$ cat src/rtl/permutation_pkg.sv
// rtl/permutation_pkg.sv - shared sizes and sweep state type for the permutation datapath
package permutation_pkg;

  localparam int X_MAX_DEF = 5;
  localparam int Y_MAX_DEF = 5;
  localparam int Z_MAX_DEF = 64;

  typedef enum logic [1:0] {
    IDLE = 2'd0,
    RUN  = 2'd1,
    DONE = 2'd2
  } state_t;

endpackage

$ cat src/rtl/lane_sweep_counter_if.sv
// rtl/lane_sweep_counter_if.sv - control and index bundle of the lane sweep counter
interface lane_sweep_counter_if #(
  parameter int XW = 3,
  parameter int YW = 3,
  parameter int ZW = 7,
  parameter int FW = 11
);
  logic          init;
  logic [ZW-1:0] z_lim;
  logic          inc;
  logic [XW-1:0] x_idx;
  logic [YW-1:0] y_idx;
  logic [ZW-1:0] z_idx;
  logic [FW-1:0] flat_idx;
  logic          started;
  logic          z_co;
  logic          x_co;
  logic          busy;
  logic          done;

  modport master (
    output init, z_lim, inc,
    input  x_idx, y_idx, z_idx, flat_idx, started, z_co, x_co, busy, done
  );

  modport slave (
    input  init, z_lim, inc,
    output x_idx, y_idx, z_idx, flat_idx, started, z_co, x_co, busy, done
  );
endinterface

$ cat src/rtl/lane_sweep_counter_wrap_counter.sv
// rtl/lane_sweep_counter_wrap_counter.sv - single-level index counter wrapping at a limit
module wrap_counter #(
  parameter int W = 3
) (
  input  logic         clk,
  input  logic         rst_n,
  input  logic         clr,
  input  logic         en,
  input  logic [W:0]   limit,
  output logic [W-1:0] out,
  output logic         last
);

  // limit is a position count, so the top index is limit-1; one extra bit lets limit itself fit
  assign last = ({1'b0, out} == (limit - 1'b1));

  // advance on enable, wrap to zero after the top index
  always_ff @(posedge clk or negedge rst_n) begin
    if (!rst_n) begin
      out <= '0;
    end else if (clr) begin
      out <= '0;
    end else if (en) begin
      out <= last ? '0 : out + 1'b1;
    end
  end

endmodule

$ cat src/rtl/lane_sweep_counter.sv
// rtl/lane_sweep_counter.sv - nested (z, x, y) sweep counter with run/done control
module lane_sweep_counter
  import permutation_pkg::*;
#(
  parameter int X_MAX = X_MAX_DEF,
  parameter int Y_MAX = Y_MAX_DEF,
  parameter int Z_MAX = Z_MAX_DEF,
  parameter int XW    = $clog2(X_MAX),
  parameter int YW    = $clog2(Y_MAX),
  parameter int ZW    = $clog2(Z_MAX) + 1,
  parameter int FW    = $clog2(X_MAX * Y_MAX * Z_MAX)
) (
  input  logic clk,
  input  logic rst_n,
  lane_sweep_counter_if.slave bus
);

  state_t        state_q, state_d;
  logic [ZW-1:0] zl_q;
  logic [FW-1:0] flat_q;
  logic          started_q;
  logic          done_q;
  logic          step;
  logic          z_last, x_last, y_last;
  logic          final_step;

  // init always wins over inc, so a same-cycle inc is dropped
  assign step       = (state_q == RUN) && bus.inc && !bus.init;
  assign final_step = z_last && x_last && y_last;

  wrap_counter #(.W(ZW)) u_z (
    .clk(clk), .rst_n(rst_n), .clr(bus.init), .en(step),
    .limit({1'b0, zl_q}), .out(bus.z_idx), .last(z_last)
  );

  wrap_counter #(.W(XW)) u_x (
    .clk(clk), .rst_n(rst_n), .clr(bus.init), .en(step && z_last),
    .limit((XW + 1)'(X_MAX)), .out(bus.x_idx), .last(x_last)
  );

  wrap_counter #(.W(YW)) u_y (
    .clk(clk), .rst_n(rst_n), .clr(bus.init), .en(step && z_last && x_last),
    .limit((YW + 1)'(Y_MAX)), .out(bus.y_idx), .last(y_last)
  );

  // state register
  always_ff @(posedge clk or negedge rst_n) begin
    if (!rst_n) begin
      state_q <= IDLE;
    end else begin
      state_q <= state_d;
    end
  end

  // next state: init restarts from anywhere, the final step parks in DONE
  always_comb begin
    state_d = state_q;
    if (bus.init) begin
      state_d = RUN;
    end else if (step && final_step) begin
      state_d = DONE;
    end
  end

  // lane length latch, flat position, started flag and done pulse
  always_ff @(posedge clk or negedge rst_n) begin
    if (!rst_n) begin
      zl_q      <= ZW'(Z_MAX);
      flat_q    <= '0;
      started_q <= 1'b0;
      done_q    <= 1'b0;
    end else if (bus.init) begin
      zl_q      <= ((bus.z_lim == '0) || (bus.z_lim > ZW'(Z_MAX))) ? ZW'(Z_MAX) : bus.z_lim;
      flat_q    <= '0;
      started_q <= 1'b0;
      done_q    <= 1'b0;
    end else begin
      done_q <= step && final_step;
      if (step) begin
        flat_q    <= final_step ? '0 : flat_q + 1'b1;
        started_q <= 1'b1;
      end
    end
  end

  assign bus.flat_idx = flat_q;
  assign bus.started  = started_q;
  assign bus.done     = done_q;
  assign bus.busy     = (state_q == RUN);
  assign bus.z_co     = z_last;
  assign bus.x_co     = z_last && x_last;

endmodule
$ cat src/flat_wrapper.sv
// flat-port wrapper written by rule: the top's interface ports become plain ports
module lane_sweep_counter_flat import permutation_pkg::*;
#(
  parameter int X_MAX = X_MAX_DEF,
  parameter int Y_MAX = Y_MAX_DEF,
  parameter int Z_MAX = Z_MAX_DEF,
  parameter int XW    = $clog2(X_MAX),
  parameter int YW    = $clog2(Y_MAX),
  parameter int ZW    = $clog2(Z_MAX) + 1,
  parameter int FW    = $clog2(X_MAX * Y_MAX * Z_MAX)
)
  (clk, rst_n, bus_init, bus_z_lim, bus_inc, bus_x_idx, bus_y_idx, bus_z_idx, bus_flat_idx, bus_started, bus_z_co, bus_x_co, bus_busy, bus_done);
  lane_sweep_counter_if #(.XW(XW), .YW(YW), .ZW(ZW), .FW(FW)) bus_i ();
  input  logic clk;
  input  logic rst_n;
  input wire logic [$bits(bus_i.init)-1:0] bus_init;
  input wire logic [$bits(bus_i.z_lim)-1:0] bus_z_lim;
  input wire logic [$bits(bus_i.inc)-1:0] bus_inc;
  output wire logic [$bits(bus_i.x_idx)-1:0] bus_x_idx;
  output wire logic [$bits(bus_i.y_idx)-1:0] bus_y_idx;
  output wire logic [$bits(bus_i.z_idx)-1:0] bus_z_idx;
  output wire logic [$bits(bus_i.flat_idx)-1:0] bus_flat_idx;
  output wire logic [$bits(bus_i.started)-1:0] bus_started;
  output wire logic [$bits(bus_i.z_co)-1:0] bus_z_co;
  output wire logic [$bits(bus_i.x_co)-1:0] bus_x_co;
  output wire logic [$bits(bus_i.busy)-1:0] bus_busy;
  output wire logic [$bits(bus_i.done)-1:0] bus_done;
  assign bus_i.init = bus_init;
  assign bus_i.z_lim = bus_z_lim;
  assign bus_i.inc = bus_inc;
  assign bus_x_idx = bus_i.x_idx;
  assign bus_y_idx = bus_i.y_idx;
  assign bus_z_idx = bus_i.z_idx;
  assign bus_flat_idx = bus_i.flat_idx;
  assign bus_started = bus_i.started;
  assign bus_z_co = bus_i.z_co;
  assign bus_x_co = bus_i.x_co;
  assign bus_busy = bus_i.busy;
  assign bus_done = bus_i.done;
  lane_sweep_counter #(.X_MAX(X_MAX), .Y_MAX(Y_MAX), .Z_MAX(Z_MAX), .XW(XW), .YW(YW), .ZW(ZW), .FW(FW)) u_core (.clk(clk), .rst_n(rst_n), .bus(bus_i));
endmodule
$ cat config.mk
export PLATFORM = sky130hd
export DESIGN_NAME = lane_sweep_counter_flat
export DESIGN_NICKNAME = d
export VERILOG_FILES = /design/src/rtl/permutation_pkg.sv /design/src/rtl/lane_sweep_counter_if.sv /design/src/rtl/lane_sweep_counter_wrap_counter.sv /design/src/rtl/lane_sweep_counter.sv /design/src/flat_wrapper.sv
export SDC_FILE = /design/constraint.sdc
export NUM_CORES = 1
export LEC_CHECK = 0
export CAP_MARGIN = 20
export CELL_PAD_IN_SITES_DETAIL_PLACEMENT = 1
export CELL_PAD_IN_SITES_GLOBAL_PLACEMENT = 2
export CORE_MARGIN = 5
export CORE_UTILIZATION = 39
export DETAILED_ROUTE_END_ITERATION = 8
export DONT_BUFFER_PORTS = 1
export HOLD_SLACK_MARGIN = 0.03
export PLACE_DENSITY = 0.86
export SETUP_SLACK_MARGIN = 0.05
export SLEW_MARGIN = 15
export SYNTH_ARGS = -nofsm -noshare
export SYNTH_HDL_FRONTEND = slang
export SYNTH_HIERARCHICAL = 1
export SYNTH_SLANG_ARGS = --single-unit
$ cat constraint.sdc
create_clock -name clk -period 3.52 [get_ports clk]
set_input_delay 0.352 -clock clk [delete_from_list [all_inputs] [get_ports clk]]
set_output_delay 0.352 -clock clk [all_outputs]
set_load 0.05 [all_outputs]
==> results of run 1 <==
## per-layer routing
layer / wire length (um) / vias up / GRT usage, %
met4: 108 / 0 / 6.83
met1: 2540 / 895 / 19.8
li1: - / 905 / -
met5: 0 / - / 0
met2: 2700 / 35 / 24.9
met3: 261 / 8 / 2.92
## placed cells by master (no fill, tap or decap), drive strengths merged, types with 5 or more instances in the layout
cell,instances
xnor2,8
nand4,6
ha,7
nor4,7
nand3,6
o21ai,12
inv,21
nor2,17
nand2,12
a21oi,11
nand3b,8
conb,29
nor3,6
a211oi,5
clkbuf,7
xor2,13
dfrtp,34
and3,6
## final cells by class
class,count,share of cell area [%]
multi-input cells,207,54.8
flip-flops and latches,35,33.5
well taps,75,3.58
inverters,21,3.01
clock buffers,7,2.91
repair buffers,5,2.01
clock inverters,1,0.191
## worst max path at each step
stage                                          to  slack (ps)                        from
finish              u_core/u_x/out[2]$_DFFE_PN0P_         430  u_core/zl_q[0]$_DFFE_PN0P_
global route        u_core/u_x/out[2]$_DFFE_PN0P_         240  u_core/zl_q[0]$_DFFE_PN0P_
CTS                 u_core/u_x/out[2]$_DFFE_PN0P_         390  u_core/zl_q[0]$_DFFE_PN0P_
detailed placement  u_core/u_x/out[2]$_DFFE_PN0P_         380  u_core/zl_q[0]$_DFFE_PN0P_
global placement    u_core/u_x/out[2]$_DFFE_PN0P_         560  u_core/zl_q[0]$_DFFE_PN0P_
floorplan           u_core/u_y/out[2]$_DFFE_PN0P_          60  u_core/zl_q[0]$_DFFE_PN0P_
## critical path: cells and delay by family (launching register included)
| family | cells | cell delay [ps] |
|---|---|---|
| AOI/OAI and AO/OA | 2 | 470 |
| xor gates and xnor gates | 1 | 150 |
| adders and majority gates | 1 | 300 |
| buffers and inverters | 2 | 370 |
| DFF | 1 | 480 |
| and+or+nand+nor | 5 | 1210 |
## flip-flops by register name, summed over array words and instances, names as in the netlist
| register | count |
|---|---|
| u_core/bus.flat_idx | 11 |
| u_core/u_x/out | 3 |
| u_core/bus.started | 1 |
| u_core/bus.done | 1 |
| u_core/zl_q | 7 |
| u_core/u_y/out | 3 |
| u_core/u_z/out | 7 |
| u_core/state_q | 2 |
## power by group
| part | internal [mW] | switching, mW |
|---|---|---|
| logic | 0.0525 | 0.0713 |
| clock network | 0.139 | 0.149 |
| registers | 0.413 | 0.0284 |
| total | 0.605 | 0.248 |
## cells by family after synthesis
kind of cell	after synthesis	synth area share, %
simple gates	91	24.3
compound gates	52	15.3
flops	35	37.1
buf+inv	32	6.56
xor+xnor	23	10.5
fa+ha+maj	7	3.70
mux	5	2.17
other cells	2	0.318
## Yosys cell counts (5+ instances only)
library cell	number	area share, %
a211oi_1	5	1.6
xnor2_1	6	2.2
inv_1	21	3.3
xor2_1	13	4.8
nand2_1	12	1.9
a21oi_1	10	2.1
nand3_1	6	1.3
o21ai_0	12	2.5
ha_1	7	3.7
nand3b_1	8	2.5
nand4_1	6	1.6
dfrtp_1	34	36
and3_1	6	1.6
nor2_1	17	2.7
==> run summary, run 1 <==
GPL Wtd Cong -> 0.845
Clock buffer depth -> 2
Antenna Cells -> 0
Post-synth EDFFs -> 0
Clock transition at the registers of the reported paths -> 80 ps
# setup viols final -> 0
Global-route wire length before repair -> 9250 um
Hold Vio Cnt, Final -> 0
Port bufs -> 0
Post-Synthesis Cells -> 247
Area Overhead vs Synth -> 10.7%
Util after Layout -> 44.2%
Overall power -> 853 uW
Crit Path Category -> reg2reg
DP Wirelength -> 4080 um
RSZ-0062 raised after global routing -> no
Final nets -> 293
Crit end category -> flop
Standard-cell row count -> 28
Initial antenna violation count -> 0
Placed inst area -> 2510 um^2
Cell area after layout -> 2620 um^2
Placed cells -> 341
Share of cells above drive strength 1 -> 10.5%
Pin count of the biggest net entering global routing -> 36
Multi-input logic area -> 1440 um^2
R2r setup slk -> 430 ps
Max Slew Vio Count -> 0
Vias -> 1843
Starting DRT DRC Count -> 80
Area of the die -> 7720 um^2
FF/Latch Area -> 877 um^2
ANT nets after route -> 0
Tmin final -> 3090 ps
Io pins -> 40
Hold worst-path end -> u_core/u_z/out[3]$_DFFE_PN0P_
Crit path required time -> 3720 ps
Pleak -> 1.15 nW
Worst flop-to-flop path endpoint -> u_core/u_x/out[2]$_DFFE_PN0P_
Syn Area/Cell -> 9.57 um^2
CP max stage delay -> 480 ps
Worst R2R Start -> u_core/zl_q[0]$_DFFE_PN0P_
CTS tree -> built
Place WS -> 376 ps
Setup_tns -> 0 ps
Pre-antenna DRT Iters -> 4
Post-synth ARST share -> 100%
Primary FF master, synth -> dfrtp_1
F_max -> 324 MHz
Clk_lat worst skew -> 290 ps
Unique masters post-synth -> 58
Startpoint class of the critical path -> flop
Initial Utilization -> 39.9%
Hold Crit Class -> in2reg
WP data arrival -> 3290 ps
Total wire length -> 5600 um
CTS resizes -> 0
R2R cell count -> 11
Die height -> 87.9 um
PwrDens -> 326 nW/um^2
Gr usage total -> 15.3%
Hold depth -> 1
Hold slack -> 123 ps
Min-delay src -> bus_init
Synthesized area -> 2360 um^2
Max-slew headroom -> 32.6%
Synthesized flop and latch total -> 35
Worst path cell trace -> inv_1 -> ha_1 -> nor2b_2 -> or3_1 -> a31o_1 -> nor4_4 -> buf_4 -> and2_1 -> nand2_1 -> xor2_1 -> a311oi_1
Worst-path maximum fanout -> 9
Max cap viols -> 0
Drc violations -> 0
Vias per cell -> 5.25
H-tree depth -> 2
Status -> finished clean
Total grt overflow -> 0
Final setup margin -> 434 ps
Worst-margin pin slew -> 1010 ps
Vias in the first global route -> 1895
Slowest cell on crit path -> dfrtp_1
WL/cell -> 16.0 um
Die Wd -> 87.9 um
CTS Root Cell -> clkbuf_8
VDD IR max -> 0.000150 V
CTS Hold Bufs -> 2
Yosys warns -> 6
Final Skew -> 10.2 ps
Non-filler cells, final -> 351
CTS sink count -> 35
Final period util -> 87.7%
Filler Cell Count -> 718
TritonCTS Buffers -> 5
Post-CTS Repair Setup Buffers -> 0
Sequential fraction of the synthesis area -> 37.1%
Core area -> 5920 um^2
Power figures use the tool's default switching activity.
==> run 2, diff against run 1 <==
- RECOVER_POWER: unset -> 25
==> run summary, run 2 (synthesis gave the netlist of run 1 again) <==
Max reg flops -> 11 (unchanged)
Vias -> 1844 (was 1843)
Drc violations -> 0 (unchanged)
Tmin final -> 3090 ps (about the same)
Top Family by Delay on Critical Path -> simple AND/OR/NAND/NOR gates (unchanged)
Starting DRT DRC Count -> 86 (was 80)
Max Slew Vio Count -> 36 (was 0)
Worst-path maximum fanout -> 9 (unchanged)
Startpoint class of the critical path -> flop (unchanged)
Worst-margin pin slew -> 1930 ps (was 1010 ps)
Total wire length -> 5600 um (about the same)
Area of the die -> 7720 um^2 (unchanged)
CTS sink count -> 35 (unchanged)
Standard-cell row count -> 28 (unchanged)
Setup_tns -> 0 ps (unchanged)
Vias per cell -> 5.25 (about the same)
Max-slew headroom -> -28.6% (was 32.6%)
Pre-antenna DRT Iters -> 4 (unchanged)
DP Wirelength -> 4080 um (unchanged)
Gr usage total -> 15.3% (unchanged)
Initial antenna violation count -> 0 (unchanged)
Initial Utilization -> 39.9% (unchanged)
VDD IR max -> 0.000150 V (about the same)
Hold Crit Class -> in2reg (unchanged)
Total grt overflow -> 0 (unchanged)
Vias in the first global route -> 1895 (unchanged)
Share of cells above drive strength 1 -> 10.1% (was 10.5%)
RSZ-0062 raised after global routing -> no (unchanged)
Hold slack -> 123 ps (about the same)
Area Overhead vs Synth -> 10.1% (was 10.7%)
CTS Root Cell -> clkbuf_8 (unchanged)
# setup viols final -> 0 (unchanged)
Pleak -> 1.14 nW (was 1.15 nW)
Crit Path Category -> reg2reg (unchanged)
GPL Wtd Cong -> 0.845 (unchanged)
Post-CTS Repair Setup Buffers -> 0 (unchanged)
Clk_lat worst skew -> 290 ps (about the same)
Worst path cell trace -> inv_1 -> ha_1 -> nor2b_2 -> or3_1 -> a31o_1 -> nor4_4 -> buf_4 -> and2_1 -> nand2_1 -> xor2_1 -> a311oi_1 (unchanged)
Most frequent cells in the layout -> dfrtp_1, conb_1, inv_1 (unchanged)
Slowest cell on crit path -> dfrtp_1 (unchanged)
Core area -> 5920 um^2 (unchanged)
F_max -> 324 MHz (about the same)
H-tree depth -> 2 (unchanged)
CP max stage delay -> 480 ps (about the same)
Port bufs -> 0 (unchanged)
Util after Layout -> 44.0% (was 44.2%)
Antenna Cells -> 0 (unchanged)
WL/cell -> 16.0 um (about the same)
WP data arrival -> 3290 ps (about the same)
Crit path required time -> 3720 ps (about the same)
Status -> finished with violations (was finished clean)
CTS tree -> built (unchanged)
Final period util -> 87.7% (about the same)
Clock transition at the registers of the reported paths -> 70 ps (was 80 ps)
Max cap viols -> 1 (was 0)
Pin count of the biggest net entering global routing -> 36 (unchanged)
Overall power -> 850 uW (was 853 uW)
Global-route wire length before repair -> 9250 um (unchanged)
Placed cells -> 341 (unchanged)
CP bufs+invs -> 2 (unchanged)
Io pins -> 40 (unchanged)
Final nets -> 293 (unchanged)
Non-filler cells, final -> 351 (unchanged)
Crit end category -> flop (unchanged)
PwrDens -> 327 nW/um^2 (was 326 nW/um^2)
Die height -> 87.9 um (unchanged)
Hold Vio Cnt, Final -> 0 (unchanged)
TritonCTS Buffers -> 5 (unchanged)
Clock buffer depth -> 2 (unchanged)
Die Wd -> 87.9 um (unchanged)
Final Skew -> 9.63 ps (was 10.2 ps)
Most common cell after layout, fill and taps aside -> dfrtp_1 (unchanged)
Failing checks -> max-capacitance violations, max-slew violations
ANT nets after route -> 0 (unchanged)
==> run 2: changes by cell type in the layout (fill, tap and decap cells not counted), sizes merged <==
cell | previous run | this run
clkbuf | 7 | 8
buf | 4 | 3
==> run 2: through the flow <==
step / cell area, um^2 / setup slack, ps
2_1_floorplan: 2490 / 60.6
3_3_place_gp: 2510 / 563
3_5_place_dp: 2510 / 376
4_1_cts: 2620 / 391
5_1_grt: 2600 / 245
6_report: 2600 / 433
==> run 2: final timing paths <==
kind,from,endpoint,slack [ps],cells after the start
worst min register to register,u_core/zl_q[6]$_DFFE_PN1P_,u_core/zl_q[6]$_DFFE_PN1P_,520,2
max in group asynchronous,rst_n,u_core/bus.flat_idx[7]$_DFFE_PN0P_,1250,2
worst max register to register,u_core/zl_q[0]$_DFFE_PN0P_,u_core/u_x/out[2]$_DFFE_PN0P_,430,11
worst min-delay path,bus_init,u_core/u_z/out[3]$_DFFE_PN0P_,120,1
min in group asynchronous,rst_n,u_core/u_y/out[1]$_DFFE_PN0P_,1150,2
worst max-delay path,u_core/zl_q[0]$_DFFE_PN0P_,u_core/u_x/out[2]$_DFFE_PN0P_,430,11
==> run 2: report_power, final <==
part           switching, mW  total (mW)  internal (mW)
Combinational         0.0709       0.121         0.0505
Sequential            0.0284       0.441          0.413
Clock                  0.148       0.287          0.139
==> run 2: repair_timing <==
action,4_1_cts,5_1_grt
hold endpoints to repair,35,0
resized for setup,0,0
hold buffers,2,0
==> run 2: final cells by class <==
| type | count | area [um^2] |
|---|---|---|
| fillers | 720 | 3320 |
| multi-input cells | 207 | 1440 |
| flip-flops and latches | 35 | 877 |
| well taps | 75 | 93.8 |
| inverters | 21 | 78.8 |
| clock buffers | 7 | 76.3 |
| repair buffers | 5 | 36.3 |
| clock inverters | 1 | 5.00 |
==> run 2: routing by layer <==
layer / track usage, % / wire (um)
met5: 0 / 0
met4: 6.83 / 108
met3: 2.92 / 261
met2: 24.9 / 2700
met1: 19.8 / 2530
==> run 3, diff against run 2 <==
- CORE_MARGIN: 5 -> 1.5
- GPL_ROUTABILITY_DRIVEN: unset -> 0
==> run summary, run 3 (synthesis gave the netlist of run 1 again) <==
Status -> finished with violations (unchanged)
Failing checks -> max-capacitance violations, max-slew violations (unchanged)
Final nets -> 293 (unchanged)
Overall power -> 922 uW (was 850 uW)
Area of the die -> 6540 um^2 (was 7720 um^2)
Pre-antenna DRT Iters -> 4 (unchanged)
Most frequent cells in the layout -> dfrtp_1, conb_1, inv_1 (unchanged)
Antenna Cells -> 0 (unchanged)
Vias in the first global route -> 1864 (was 1895)
Worst-margin pin slew -> 2000 ps (was 1930 ps)
CTS sink count -> 35 (unchanged)
Hold slack -> 130 ps (was 123 ps)
Pin count of the biggest net entering global routing -> 36 (unchanged)
Placed inst area -> 2510 um^2 (unchanged)
PwrDens -> 351 nW/um^2 (was 327 nW/um^2)
Crit path required time -> 3170 ps (was 3720 ps)
Gr usage total -> 17.8% (was 15.3%)
CTS tree -> built (unchanged)
Most common cell after layout, fill and taps aside -> dfrtp_1 (unchanged)
ANT nets after route -> 0 (unchanged)
Crit Path Category -> reg2out (was reg2reg)
R2R cell count -> 11 (unchanged)
Tmin final -> 3080 ps (was 3090 ps)
Final period util -> 87.6% (was 87.7%)
R2r setup slk -> 550 ps (was 430 ps)
WP data arrival -> 2730 ps (was 3290 ps)
Vias -> 1811 (was 1844)
Area Overhead vs Synth -> 11.1% (was 10.1%)
Initial Utilization -> 40.2% (was 39.9%)
Total grt overflow -> 0 (unchanged)
Max Slew Vio Count -> 36 (unchanged)
Global-route wire length before repair -> 9000 um (was 9250 um)
TritonCTS Buffers -> 5 (unchanged)
Core area -> 5890 um^2 (was 5920 um^2)
Max reg flops -> 11 (unchanged)
Die height -> 80.9 um (was 87.9 um)
Worst-path maximum fanout -> 9 (unchanged)
Initial antenna violation count -> 0 (unchanged)
Filler Cell Count -> 726 (was 720)
Hold Vio Cnt, Final -> 0 (unchanged)
Starting DRT DRC Count -> 60 (was 86)
RSZ-0062 raised after global routing -> no (unchanged)
Hold depth -> 1 (unchanged)
Clk_lat worst skew -> 280 ps (was 290 ps)
Max-slew headroom -> -33.5% (was -28.6%)
Pleak -> 1.15 nW (was 1.14 nW)
Crit end category -> output port (was flop)
Total wire length -> 5540 um (was 5600 um)
DP Wirelength -> 4060 um (was 4080 um)
Setup_tns -> 0 ps (unchanged)
Die Wd -> 80.9 um (was 87.9 um)
Hold Crit Class -> in2reg (unchanged)
Cell area after layout -> 2630 um^2 (was 2600 um^2)
Vias per cell -> 5.16 (was 5.25)
Drc violations -> 0 (unchanged)
CTS Root Cell -> clkbuf_8 (unchanged)
# setup viols final -> 0 (unchanged)
Startpoint class of the critical path -> flop (unchanged)
Io pins -> 40 (unchanged)
Clock transition at the registers of the reported paths -> 70 ps (about the same)
Final Skew -> 8.18 ps (was 9.63 ps)
Max cap viols -> 1 (unchanged)
Port bufs -> 0 (unchanged)
WL/cell -> 15.8 um (was 16.0 um)
VDD IR max -> 0.000179 V (was 0.000150 V)
Standard-cell row count -> 28 (unchanged)
Util after Layout -> 44.6% (was 44.0%)
Post-CTS Repair Setup Buffers -> 0 (unchanged)
Clock buffer depth -> 2 (unchanged)
Share of cells above drive strength 1 -> 10.1% (unchanged)
F_max -> 324 MHz (about the same)
H-tree depth -> 2 (unchanged)
-- run 3: final timing paths --
check                                            from                       endpoint
max in group asynchronous                       rst_n     u_core/zl_q[4]$_DFFE_PN0P_
min in group asynchronous                       rst_n  u_core/u_z/out[2]$_DFFE_PN0P_
hold / removal                               bus_init     u_core/zl_q[6]$_DFFE_PN1P_
hold reg to reg            u_core/zl_q[6]$_DFFE_PN1P_     u_core/zl_q[6]$_DFFE_PN1P_
setup reg to reg           u_core/zl_q[0]$_DFFE_PN0P_  u_core/u_y/out[2]$_DFFE_PN0P_
setup / recovery           u_core/zl_q[0]$_DFFE_PN0P_                       bus_x_co
-- run 3: timing repair --
item	in CTS	in global routing
hold buffers	2	0
endpoints found under the hold margin	35	0
gates resized for setup	0	0
-- run 3: through the flow --
stage                     setup WS [ps]  cells
after floorplan                    60.6    274
after global placement              686    341
after detailed placement            533    341
after CTS                           412    351
after global routing                227    351
final                               438    351
-- run 3: layout make-up --
| class | instances | area (um^2) | area share, % |
|---|---|---|---|
| multi-input cells | 207 | 1440 | 54.6 |
| flip-flops and latches | 35 | 877 | 33.4 |
| well taps | 75 | 93.8 | 3.57 |
| inverters | 21 | 78.8 | 3.00 |
| clock buffers | 7 | 76.3 | 2.90 |
| repair buffers | 5 | 36.3 | 1.38 |
| clock inverters | 1 | 30.0 | 1.14 |
-- run 3: metal layers --
metal	global-route usage (%)	part of all wire (%)	up-vias
met4	4.14	0.69	0
met3	4.04	4.0	4
li1	-	-	901
met5	0	0	-
met1	21.6	44	876
met2	31.8	51	30
-- run 3: critical path: stages (launching register included) --
cell and delay, ps:
dfrtp_1 470, inv_1 70, ha_1 300, nor2b_2 190
or3_1 340, a31o_1 230, nor4_4 330, and2_1 290
buf_4 250
-- run 3: report_power, final --
part | switching [mW] | leakage, nW | internal [mW] | total (mW)
Clock | 0.146 | 0.0524 | 0.212 | 0.358
Combinational | 0.0719 | 0.625 | 0.0506 | 0.122
Sequential | 0.0283 | 0.471 | 0.413 | 0.441
Total | 0.246 | 1.15 | 0.676 | 0.922
